## src/rtl/mem_grant_arbiter.sv

```systemverilog
// mem_grant_arbiter: round-robin owner of the single shared memory port.
// Requesters raise a level request and keep it high for as long as they
// need the port. The arbiter answers with a registered one-hot grant. While
// the grant is held, the owner's address, write data and write strobe are
// steered to memory. A hold counter force-revokes a grant that has been held
// for MAX_HOLD cycles. A revoked requester is then locked out until its
// request has been seen low at least once.
//
// Handshake: a requester owns the port in every cycle where o_Grant[k] is
// high. It releases the port by dropping i_Grant_Request[k]; the grant falls
// on the first rising edge that samples the request low. Between two
// consecutive grants there are always exactly two cycles with no grant:
// one turnaround cycle, then one arbitration cycle.

module mem_grant_arbiter #(
  parameter int N_REQ    = 5,
  parameter int ADDR_W   = 16,
  parameter int DATA_W   = 32,
  parameter int MAX_HOLD = 64
) (
  input  logic                      i_Clock,
  input  logic                      i_Reset_n,
  input  logic [N_REQ-1:0]          i_Grant_Request,
  input  logic [N_REQ*ADDR_W-1:0]   i_Req_Address,
  input  logic [N_REQ*DATA_W-1:0]   i_Req_Write_Data,
  input  logic [N_REQ-1:0]          i_Req_Write_Enable,
  input  logic [DATA_W-1:0]         i_Mem_Read_Data,
  output logic [N_REQ-1:0]          o_Grant,
  output logic [ADDR_W-1:0]         o_Mem_Address,
  output logic [DATA_W-1:0]         o_Mem_Write_Data,
  output logic                      o_Mem_Write_Enable,
  output logic [DATA_W-1:0]         o_Read_Data,
  output logic                      o_Hold_Timeout,
  output logic                      o_Busy
);

  localparam int PTR_W = (N_REQ > 1) ? $clog2(N_REQ) : 1;
  localparam int CNT_W = $clog2(MAX_HOLD + 1);

  localparam logic [PTR_W:0]   N_WIDE    = (PTR_W+1)'(N_REQ);
  localparam logic [PTR_W-1:0] LAST_IDX  = PTR_W'(N_REQ - 1);
  localparam logic [CNT_W-1:0] HOLD_MAX  = CNT_W'(MAX_HOLD);
  localparam logic [CNT_W-1:0] HOLD_ONE  = CNT_W'(1);

  typedef enum logic [1:0] {
    S_IDLE    = 2'd0,
    S_GRANTED = 2'd1,
    S_RELEASE = 2'd2
  } state_t;

  // FSM state (kept as a named enum so it is visible by name in waveforms)
  state_t state;
  state_t state_next;

  // Registered datapath and its next values
  logic [N_REQ-1:0] grant;
  logic [N_REQ-1:0] grant_next;
  logic [PTR_W-1:0] ptr;
  logic [PTR_W-1:0] ptr_next;
  logic [CNT_W-1:0] hold_cnt;
  logic [CNT_W-1:0] hold_cnt_next;
  logic             timeout;
  logic             timeout_next;
  logic [N_REQ-1:0] locked;
  logic [N_REQ-1:0] locked_next;

  // Arbitration helpers
  logic [N_REQ-1:0] eligible;
  logic             any_eligible;
  logic [N_REQ-1:0] elig_rot;
  logic [PTR_W-1:0] first_off;
  logic [PTR_W:0]   pick_sum;
  logic [PTR_W-1:0] pick_idx;
  logic [N_REQ-1:0] pick_onehot;

  // Current-owner helpers
  logic [PTR_W-1:0] owner_idx;
  logic [PTR_W-1:0] owner_succ;
  logic             owner_req;
  logic             hold_expired;

  // A locked-out requester takes no part in arbitration until it drops.
  assign eligible     = i_Grant_Request & ~locked;
  assign any_eligible = |eligible;

  // Round-robin pick: rotate so that bit 0 is the pointer, then take the
  // lowest set bit and map its offset back to an absolute index.
  always_comb begin
    elig_rot  = N_REQ'({eligible, eligible} >> ptr);
    first_off = '0;
    for (int j = N_REQ - 1; j >= 0; j--) begin
      if (elig_rot[j]) begin
        first_off = PTR_W'(j);
      end
    end
    pick_sum = {1'b0, ptr} + {1'b0, first_off};
    if (pick_sum >= N_WIDE) begin
      pick_idx = PTR_W'(pick_sum - N_WIDE);
    end else begin
      pick_idx = PTR_W'(pick_sum);
    end
    pick_onehot = N_REQ'(1) << pick_idx;
  end

  // Decode the current owner from the one-hot grant.
  always_comb begin
    owner_idx = '0;
    for (int k = 0; k < N_REQ; k++) begin
      if (grant[k]) begin
        owner_idx = PTR_W'(k);
      end
    end
    owner_succ   = (owner_idx == LAST_IDX) ? '0 : owner_idx + PTR_W'(1);
    owner_req    = |(grant & i_Grant_Request);
    hold_expired = (hold_cnt == HOLD_MAX);
  end

  // State register.
  always_ff @(posedge i_Clock or negedge i_Reset_n) begin
    if (!i_Reset_n) begin
      state <= S_IDLE;
    end else begin
      state <= state_next;
    end
  end

  // Next-state logic.
  always_comb begin
    state_next = state;
    case (state)
      S_IDLE: begin
        if (any_eligible) begin
          state_next = S_GRANTED;
        end
      end
      S_GRANTED: begin
        if (!owner_req || hold_expired) begin
          state_next = S_RELEASE;
        end
      end
      S_RELEASE: begin
        state_next = S_IDLE;
      end
      default: begin
        state_next = S_IDLE;
      end
    endcase
  end

  // Next values of the grant, pointer, hold counter, timeout and lockouts.
  always_comb begin
    grant_next    = grant;
    ptr_next      = ptr;
    hold_cnt_next = hold_cnt;
    timeout_next  = 1'b0;
    // A lockout clears as soon as the request is seen low.
    locked_next   = locked & i_Grant_Request;
    case (state)
      S_IDLE: begin
        if (any_eligible) begin
          grant_next    = pick_onehot;
          hold_cnt_next = HOLD_ONE;
        end else begin
          grant_next    = '0;
        end
      end
      S_GRANTED: begin
        if (!owner_req) begin
          grant_next    = '0;
          ptr_next      = owner_succ;
          hold_cnt_next = '0;
        end else if (hold_expired) begin
          grant_next    = '0;
          ptr_next      = owner_succ;
          hold_cnt_next = '0;
          timeout_next  = 1'b1;
          locked_next   = locked_next | grant;
        end else if (hold_cnt != HOLD_MAX) begin
          hold_cnt_next = hold_cnt + HOLD_ONE;
        end
      end
      S_RELEASE: begin
        grant_next = '0;
      end
      default: begin
        grant_next = '0;
      end
    endcase
  end

  // Datapath registers; reset clears the grant asynchronously, which
  // immediately kills the memory strobe.
  always_ff @(posedge i_Clock or negedge i_Reset_n) begin
    if (!i_Reset_n) begin
      grant    <= '0;
      ptr      <= '0;
      hold_cnt <= '0;
      timeout  <= 1'b0;
      locked   <= '0;
    end else begin
      grant    <= grant_next;
      ptr      <= ptr_next;
      hold_cnt <= hold_cnt_next;
      timeout  <= timeout_next;
      locked   <= locked_next;
    end
  end

  // Steer the owner's address, data and strobe to memory; zero when idle.
  always_comb begin
    o_Mem_Address      = '0;
    o_Mem_Write_Data   = '0;
    for (int k = 0; k < N_REQ; k++) begin
      if (grant[k]) begin
        o_Mem_Address    = i_Req_Address[k*ADDR_W +: ADDR_W];
        o_Mem_Write_Data = i_Req_Write_Data[k*DATA_W +: DATA_W];
      end
    end
    o_Mem_Write_Enable = |(grant & i_Req_Write_Enable);
  end

  assign o_Grant        = grant;
  assign o_Hold_Timeout = timeout;
  assign o_Busy         = |grant;
  assign o_Read_Data    = i_Mem_Read_Data;

endmodule

```

## config.mk

```make
export PLATFORM = sky130hd
export DESIGN_NAME = mem_grant_arbiter
export DESIGN_NICKNAME = d
export VERILOG_FILES = /design/src/rtl/mem_grant_arbiter.sv
export SDC_FILE = /design/constraint.sdc
export NUM_CORES = 1
export LEC_CHECK = 0
export ABC_AREA = 1
export BUFFER_PORTS_ARGS = -buffer_cell sky130_fd_sc_hd__buf_4
export CAP_MARGIN = 5
export CORE_AREA = 3 3 143 145
export CTS_BUF_LIST = sky130_fd_sc_hd__clkbuf_8
export DETAILED_ROUTE_END_ITERATION = 10
export DIE_AREA = 0 0 146 148
export GPL_TIMING_DRIVEN = 0
export PLACE_DENSITY_LB_ADDON = 0.25
export SLEW_MARGIN = 20
export SYNTH_ARGS = -nofsm -noshare
export SYNTH_HDL_FRONTEND = slang
export SYNTH_SLANG_ARGS = --single-unit
```

## constraint.sdc

```tcl
create_clock -name i_Clock -period 2.9 [get_ports i_Clock]
set_input_delay 0.145 -clock i_Clock [delete_from_list [all_inputs] [get_ports i_Clock]]
set_output_delay 0.145 -clock i_Clock [all_outputs]
set_load 0.005 [all_outputs]
```

# == Word level (Yosys, flattened, before mapping) ==
# Index checks and enable logic that the tools add are counted.
# word_totals
ff_bits,23
inputBits,284
output_inout_bits,88
elab_cells,80
# op_classes
n_addsub,4
n_lt_le_gt_ge,1
n_eq_ne,9
shifts,2
muxes,41
n_bitwise,6
n_reduce_logical,11
# op_table
cell,n
2-to-1 mux 32 bit,5
2-to-1 mux 16 bit,5
2-to-1 mux 3 bit,12
2-to-1 mux 5 bit,6
2-to-1 mux 7 bit,4
AND 5 bit,4
OR reduction 5 bit,4
case mux 7 bit (2 select lines),1
case mux 5 bit (2 select lines),1
>> shifter 10 x 3 -> 5 bit,1
adder 7 x 1 -> 7 bit (second input constant),1
== test 7 bit (second input constant),1
inequality test 7 bit (second input constant),1
NOT 5 bit,1
bitwise OR 5 bit,1
<< shifter 1 x 3 -> 5 bit (first input constant),1
adder 3 x 3 -> 4 bit,1
>= comparator 4 x 3 -> 1 bit (second input constant),1
2-to-1 mux 1 bit,4
2-to-1 mux 2 bit,2
inequality test 2 bit (second input constant),2
inequality test 4 bit (second input constant),1
case mux 2 bit (2 select lines),1
AND reduction 2 bit,2
other kinds (11),11

# == Longest topological paths before layout ==
# Gate-level depths: netlist (run 1).
# depth
ltp_word,14
depth_mapped,22

# == Least setup slack after synthesis (run 1) ==
# Ideal clock, no wire load.
# synth_timing
kind,flip-flop to flip-flop
from,register ptr[0]
to,register grant[4] (netlist: o_Grant[4])
setup_ns,0.065
t_arrival_ns,2.648
required_ns,2.835
slack_ns,0.187
path_stages_with_launch,22
n_path_buf,0
period_less_slack_ns,2.713
path_cell_list,dfrtp_1 -> inv_2 -> nand3_2 -> nand2_2 -> nand2_2 -> nand2_2 -> nand2_1 -> nand2_2 -> inv_1 -> a21oi_1 -> ha_1 -> fa_1 -> inv_1 -> ha_1 -> nand2_1 -> nand2_2 -> nand2_2 -> nand2_1 -> nand2_1 -> nor2_1 -> nand2_1 -> nand2_1
# synth_via
elab_chain_len,12
elab_cells_between_ends,13
classes_between,add/sub (2); order compare (1); shift (2); mux (8)
# synth_lines
element,line_no,source
"start, declared",58,logic [PTR_W-1:0] ptr;
"start signal, assigned",202,ptr <= ptr_next;
>> shifter 10 x 3 -> 5 bit,89,"elig_rot = N_REQ'({eligible, eligible} >> ptr);"
2-to-1 mux 3 bit (5 in series),92,if (elig_rot[j]) begin
adder 3 x 3 -> 4 bit (*),96,"pick_sum = {1'b0, ptr} + {1'b0, first_off};"
>= comparator 4 x 3 -> 1 bit / subtractor 3 bit (equally long branches),"97, 98",
2-to-1 mux 3 bit (*),97,if (pick_sum >= N_WIDE) begin
<< shifter 1 x 3 -> 5 bit (*),102,pick_onehot = N_REQ'(1) << pick_idx;
2-to-1 mux 5 bit (*),160,if (any_eligible) begin
case mux 5 bit (2 select lines) (*),158,case (state)
"end signal, assigned",201,grant <= grant_next;
"end, declared",56,logic [N_REQ-1:0] grant;
# Every way passes the cells marked *; elsewhere a longest branch is shown, timed or not.
# A chain may end at the register's enable or synchronous reset.

# == Worst setup path after layout (run 1) ==
# layout_timing
from,register ptr[0]
to,register grant[3] (netlist: o_Grant[3])
# The elaborated chain is that of the path after synthesis.

==> flow_summary.yaml, run 1 <==
critical_path:
  start_kind: "register"
  crit_top_cell: "nand2_2"
  worst_path_largest_cell_delay_ps: 490
  crit_required_ps: 3100
  worstPathMaxFanout: 7
  r2r_setup_slack_ps: 60
  critPathArrivalTime_ps: 3050
  worst_path_max_delay_cell: "dfrtp_2"
  crit_chain: "clkinv_4, nand3_2, nand2_2, nand2_2, nand3_2, nand2_2, nand2_2, a21oi_2, ha_2, fa_1, inv_2, ha_2, inv_2, nand2_4, nand2_4, nand2_4, nand2_2, nand2_2, nand2_1, o21ai_2"
  cp-end-kind: "register"
  crit_type: "reg -> reg"
global_route:
  use_met3_pct: 10.0
  grt_first_pass_wirelength_um: 38100
  overflow: 0
  grt_pass1_vias: 6179
  grt_usage_pct: 22.9
  antenna_found_initial: 0
  grt_max_degree: 24
  grtUsageMet1_pct: 29.9
  grt-busiest-layer: "met2"
  grt_use_met2_pct: 35.8
cells_and_area:
  most-common-layout-cells: "buf_4 (379), nand2_1 (215), nand3_1 (74), nand4_1 (57), nor2_1 (57)"
  drive_gt1_share_pct: 43.4
  num-nets-final: 1375
  mostFrequentLayoutCell: "buf_4"
  final_util_pct: 37.0
  area_growth_syn_to_layout_pct: 77.0
  fin_cells: 1347
clock_tree:
  cts_buffers: 3
  clk_pin_slew_ps: 90
  h-tree-depth: 1
  clock_latency_ps: 270
  cts_tree: "done"
  cts_buffer_depth: 2
  clock-sinks: 23
  root_buffer: "clkbuf_8"
synthesis:
  synth_cell_types: 29
  synth_cells: 729
  syn_area_mm2: 0.00405
  synth_fp_nets: 1022
  synth.top_cells.by_area: "nand2_1 (21%), dfrtp_1 (14%), nand3_1 (9.8%), nand4_1 (8.8%), a31oi_1 (7.6%)"
  synth_top_area_share_pct: 21.0
  ys_seq_area_share_pct: 14.2
  ys_warn_count: 0
  synth-seq-cells: 23
  synth_top_area_cell: "nand2_1"
  postSynthAreaPerCell_um2: 5.55
timing:
  finalHoldViolCount: 0
  timing.final.ws_setup_ps: 56.2
  fin_crit_ps: 2840
  fin_crit_sh_pct: 98.1
  setup_tns_ps: 0
  worstMarginPinSlew_ps: 808
  grt_setup_unrepaired: "true"
  max_freq_ghz: 0.352
  fin_skew_ps: 7.65
  drv_slew: 0
  slew_headroom_pct: 46.1
  setup_violations: 0
min_path:
  hold_class: "in -> reg"
placement:
  numPortBuffers: 339
  preCtsSetupSlack_ps: -212
  dpl.hpwl_um: 22500
  dp_cells: 1333
  routabilityCongestion: 0.990
floorplanning:
  fp-row-count: 51
  num_io_pins: 372
  die_w_um: 146
  initial_core_util_pct: 20.9
  fp.coreArea_mm2: 0.0193
  die_y_um: 148
  die_area_mm2: 0.0216
power_and_ir_drop:
  power.internal_mw: 2.61
  power_density_mw_per_mm2: 802
  ir_worst_vdd_mv: 0.520
  switching_share_pct: 54.6
  clkPwrFrac_pct: 3.6
  total_power_mw: 5.74
  power_switching_mw: 3.14
  p_leak_nw: 3.70
  comb_power_share_pct: 88.3
  power_frac_seq_pct: 8.1
detailed_routing:
  vias: 6473
  firstDrtPassIters: 5
  routed_wirelength_um: 27400
  wl_per_cell_um: 20.3
  drc: 0
  viasPerCell: 4.81
  drtIter0Drc: 407
  antenna_left: 0
outcome:
  outcome: "completed"
run:
  maxCapViolations: 0
registers in the layout, indices dropped and copies added (netlist names):
signal          flops
o_Grant             5
state               2
ptr                 3
hold_cnt            7
o_Hold_Timeout      1
locked              5
metal layers:
layer	up-vias	part of all wire, %
li1	3159	-
met1	3015	42
met2	283	44
met3	16	12
met4	0	1.2
met5	-	0
timing repair:
item | CTS | global route
pin swaps | 8 | 13
gates resized for setup | 16 | 22
gates cloned | 0 | 0
hold buffers | 1 | 0
setup buffers | 5 | 3
hold endpoints to repair | 23 | 0
setup endpoints to repair | 5 | 5
cells by family (layout without fill, tap and decap cells):
family | count (synthesis) | in the layout | synth area share, %
AND/OR/NAND/NOR | 449 | 449 | 50.3
buffers and inverters | 127 | 479 | 15.6
AO/OA/AOI/OAI | 119 | 119 | 16.5
flip-flops | 23 | 23 | 14.2
adder cells (fa/ha/maj) | 9 | 9 | 2.97
XOR/XNOR | 2 | 2 | 0.433
other | 0 | 1 | 0
synthesized netlist by cell type, drive strengths merged:
library cell,instances
nand2,241
nand3,83
nor2,65
nand4,57
buf,53
a21oi,52
a31oi,49
inv,38
clkbuf,34
dfrtp,23
o21ai,16
ha,8
clkinv,2
nor3,2
xor2,2
a221oi,1
fa,1
o21bai,1
or2,1
worst paths after layout:
path	startpoint	to	depth (start not counted)
max	ptr[0]	o_Grant[3]	20
min	i_Grant_Request[1]	locked[1]	3
max reg2reg	ptr[0]	o_Grant[3]	20
min reg2reg	locked[2]	locked[2]	2
max in group asynchronous	i_Reset_n	ptr[1]	2
min in group asynchronous	i_Reset_n	hold_cnt[6]	2
metrics by stage:
stage	hold WS [ps]	cell area, um^2
3_3_place_gp	67.3	6920
5_1_grt	150	7160
3_5_place_dp	66.9	6920
6_report	136	7160
2_1_floorplan	-151	4050
4_1_cts	131	7070
power groups by stage:
| stage | clock network (mW) | registers (mW) | logic (mW) |
|---|---|---|---|
| 2_1_floorplan | 0 | 0.442 | 2.41 |
| 5_1_grt | 0.228 | 0.474 | 5.54 |
| 3_3_place_gp | 0 | 0.460 | 4.44 |
| 4_1_cts | 0.214 | 0.460 | 4.73 |
| 3_5_place_dp | 0 | 0.462 | 4.47 |
| 6_report | 0.207 | 0.464 | 5.07 |
worst max-delay path, delay by kind of cell (launching register included):
family	cells	cell delay, ps
adders and majority gates	3	820
buffers and inverters	3	260
AOI/OAI and AO/OA	2	270
and+or+nand+nor	12	940
DFF	1	490
final cells by class:
type / count / area [um^2]
fillers: 2190 / 12200
multi-input cells: 579 / 2950
repair buffers: 348 / 2620
flip-flops and latches: 23 / 578
plain buffers: 87 / 475
well taps: 265 / 332
inverters: 40 / 160
clock buffers: 3 / 41.3
clock inverters: 1 / 5.00
diodes: 1 / 2.50
No activity file was read; power rests on OpenSTA's default activity.
==> run 2: changes to the inputs <==
--- a/config.mk
+++ b/config.mk
@@ -5,13 +5,12 @@
 export SDC_FILE = /design/constraint.sdc
 export NUM_CORES = 1
 export LEC_CHECK = 0
-export ABC_AREA = 1
 export BUFFER_PORTS_ARGS = -buffer_cell sky130_fd_sc_hd__buf_4
 export CAP_MARGIN = 5
-export CORE_AREA = 3 3 143 145
+export CORE_AREA = 3 3 144 146
 export CTS_BUF_LIST = sky130_fd_sc_hd__clkbuf_8
 export DETAILED_ROUTE_END_ITERATION = 10
-export DIE_AREA = 0 0 146 148
+export DIE_AREA = 0 0 147 149
 export GPL_TIMING_DRIVEN = 0
 export PLACE_DENSITY_LB_ADDON = 0.25
 export SLEW_MARGIN = 20
==> run 2 against run 1 <==
Net effect: clock-buffer cell count unchanged; die area up 1.4%; clock power down 6%; register-to-register slack worse by 720 ps; worst setup slack worse by 720 ps; sequential share of layout area up 0.73 points; global-route usage down 4.7 points; critical path depth down 4; critical path type unchanged; utilization down 3.5 points; hold slack worse by 4.4 ps; the flow now finishes with violations (setup timing); fmax down 20%.
==> flow_summary.yaml, run 2 <==
synthesis:
  ys_seq_area_share_pct: 16.8
  synth-edff-count: 0
  synth_fp_nets: 771
  synth_cells: 478
  synth_cell_types: 49
  syn_area_mm2: 0.00343
  synth_top_family_by_area: "compound AO/OA/AOI/OAI gates"
  synth-seq-cells: 23
  synth-adder-area-share_pct: 3.51
  synth-compound-area-share_pct: 40.3
  muxShareOfSynthArea_pct: 3.58
  synth_common_cells: "nand2_1 (61), nor2_1 (56), o21ai_0 (51), a221oi_1 (50), a22oi_1 (48)"
  synth_top_area_cell: "dfrtp_1"
  synth_most_common_cell: "nand2_1"
  synth-xor-area-share_pct: 0.730
  synth.top_cells.by_area: "dfrtp_1 (17%), a221oi_1 (13%), a22oi_1 (11%), o21ai_0 (7.5%), buf_4 (7.0%)"
  synthArstFlopShare_pct: 100
  ys.flop_type: "dfrtp_1"
  postSynthAreaPerCell_um2: 7.17
  synthSimpleGateAreaFrac_pct: 21.5
  ys_warn_count: 0
  synth_top_area_share_pct: 16.8
cells_and_area:
  final_util_pct: 33.5
  diodes: 0
  mostFrequentLayoutCell: "buf_4"
  largest_reg_flops: 7
  regMostFlops: "hold_cnt"
  area_growth_syn_to_layout_pct: 90.9
  most-common-layout-cells: "buf_4 (381), nand2_1 (61), nor2_1 (56), a221oi_1 (49), o21ai_0 (49)"
  num-nets-final: 1127
  fin_cells: 1098
  finalInstanceArea_mm2: 0.00654
  drive_gt1_share_pct: 51.1
critical_path:
  r2r_start: "ptr[0]"
  r2r_setup_slack_ps: -660
  worstPathMaxFanout: 8
  cp-end-kind: "register"
  critPathArrivalTime_ps: 3760
  start_kind: "register"
  crit_required_ps: 3100
  reg2reg_depth: 16
  reg2reg_to: "o_Grant[1]"
  crit_type: "reg -> reg"
detailed_routing:
  drtIter0Drc: 341
  viasPerCell: 4.68
  vias: 5138
  met2_length_um: 11000
  routed_wirelength_um: 21700
  highest_layer: "met4"
  met3_length_um: 1790
  antenna_left: 0
  firstDrtPassIters: 5
  wl_met1_um: 8580
  drc: 0
  wl_per_cell_um: 19.8
global_route:
  grt_max_degree: 24
  antenna_found_initial: 0
  grt_pass1_vias: 5219
  grt_first_pass_wirelength_um: 31200
  grt_usage_pct: 18.2
  overflow: 0
placement:
  routabilityCongestion: 0.879
  dpl.hpwl_um: 18300
  dp_cells: 1082
  post_dp_cell_area_mm2: 0.00635
  preCtsSetupSlack_ps: -715
  numPortBuffers: 339
clock_tree:
  clock_latency_ps: 260
  cts_buffer_depth: 2
  cts_buffers: 3
  clk_pin_slew_ps: 80
  cts_tree: "done"
  h-tree-depth: 1
  clock-sinks: 23
  root_buffer: "clkbuf_8"
power_and_ir_drop:
  power_switching_mw: 2.00
  ir_worst_vdd_mv: 0.427
  switching_share_pct: 46.3
  total_power_mw: 4.33
  power_density_mw_per_mm2: 662
  p_leak_nw: 3.13
  power.internal_mw: 2.33
  power_frac_seq_pct: 10.5
  comb_power_share_pct: 85.1
  clkPwrFrac_pct: 4.5
min_path:
  hold_class: "in -> reg"
  holdPathEnd: "locked[1]"
  worstHoldStart: "i_Grant_Request[1]"
  hold_path_depth: 2
floorplanning:
  fp.coreArea_mm2: 0.0195
  die_y_um: 149
  fp-row-count: 51
  die_w_um: 147
  initial_core_util_pct: 17.5
  die_area_mm2: 0.0219
  num_io_pins: 372
run:
  maxCapViolations: 0
timing:
  timing.final.ws_setup_ps: -662
  slew_headroom_pct: 42.7
  fin_crit_ps: 3560
  finalHoldViolCount: 0
  worstMarginPinSlew_ps: 852
  setup_violations: 5
  grt_setup_unrepaired: "true"
  fin_crit_sh_pct: 123
  max_freq_ghz: 0.281
  fin_skew_ps: 4.34
  fin_hold_ws_ps: 131
  drv_slew: 0
  setup_tns_ps: -3100
outcome:
  violations: "setup timing"
  outcome: "finished with violations"
## run 2: cell types whose count changed in the layout (fill, tap and decap cells not counted), moves of 20 or more
cell	change
a21oi_1	-42
nand2_1	-154
nand4_1	-57
o21ai_0	+37
a31oi_1	-49
nand2_2	-20
nand3_1	-67
a22oi_1	+48
a221oi_1	+48
## run 2: how the worst max path moves through the flow
stage,from,end,cells after the start
after detailed placement,ptr[2],o_Grant[4],15
after global placement,ptr[2],o_Grant[4],15
after floorplan,ptr[0],o_Grant[4],15
after CTS,ptr[0],o_Grant[2],16
final,ptr[0],o_Grant[1],16
after global routing,ptr[0],o_Grant[1],16
## run 2: critical path: stages (launching register included)
cell      delay (ps)
dfrtp_1          410
buf_6            150
nor2b_4          140
a221o_1          380
mux2i_2          190
o221ai_1         120
and2_1           160
ha_2             200
fa_2             580
inv_4             60
ha_4             150
nand2b_4         140
a221oi_4         350
buf_4            190
nand3_2           80
o31ai_2           70
a22o_1           150
## run 2: layout make-up
class | count | area (um^2)
Buffer | 74 | 428
Clock buffer | 3 | 41.3
Clock inverter | 1 | 3.75
Fill cell | 2173 | 13000
Inverter | 10 | 40.0
Multi-Input combinational cell | 371 | 2480
Sequential cell | 23 | 576
Tap cell | 265 | 332
Timing Repair Buffer | 351 | 2640
## run 2: layer usage
metal  up-vias  global-route usage (%)
met5         -                       0
met4         0                    3.73
met3        18                    3.80
met2       224                    31.9
met1      2401                    23.2
li1       2495                       -
## run 2: power groups by stage
stage | Combinational, mW | Sequential, mW | Clock, mW
final | 3.69 | 0.453 | 0.194
after global placement | 3.23 | 0.459 | 0
after floorplan | 1.94 | 0.428 | 0
after detailed placement | 3.24 | 0.458 | 0
after CTS | 3.53 | 0.452 | 0.202
after global routing | 4.02 | 0.463 | 0.220
## run 2: kinds of logic after synthesis
group,after synthesis
AOI/OAI and AO/OA,189
and+or+nand+nor,159
buffers and inverters,84
DFF,23
muxes,12
adders and majority gates,9
xor gates and xnor gates,2
## run 2: repair_timing
item	CTS	global route
pin swaps	13	6
hold buffers	1	0
gates cloned	0	0
hold endpoints to repair	23	0
setup buffers	9	2
endpoints found under the setup margin	7	15
gates resized for setup	9	5
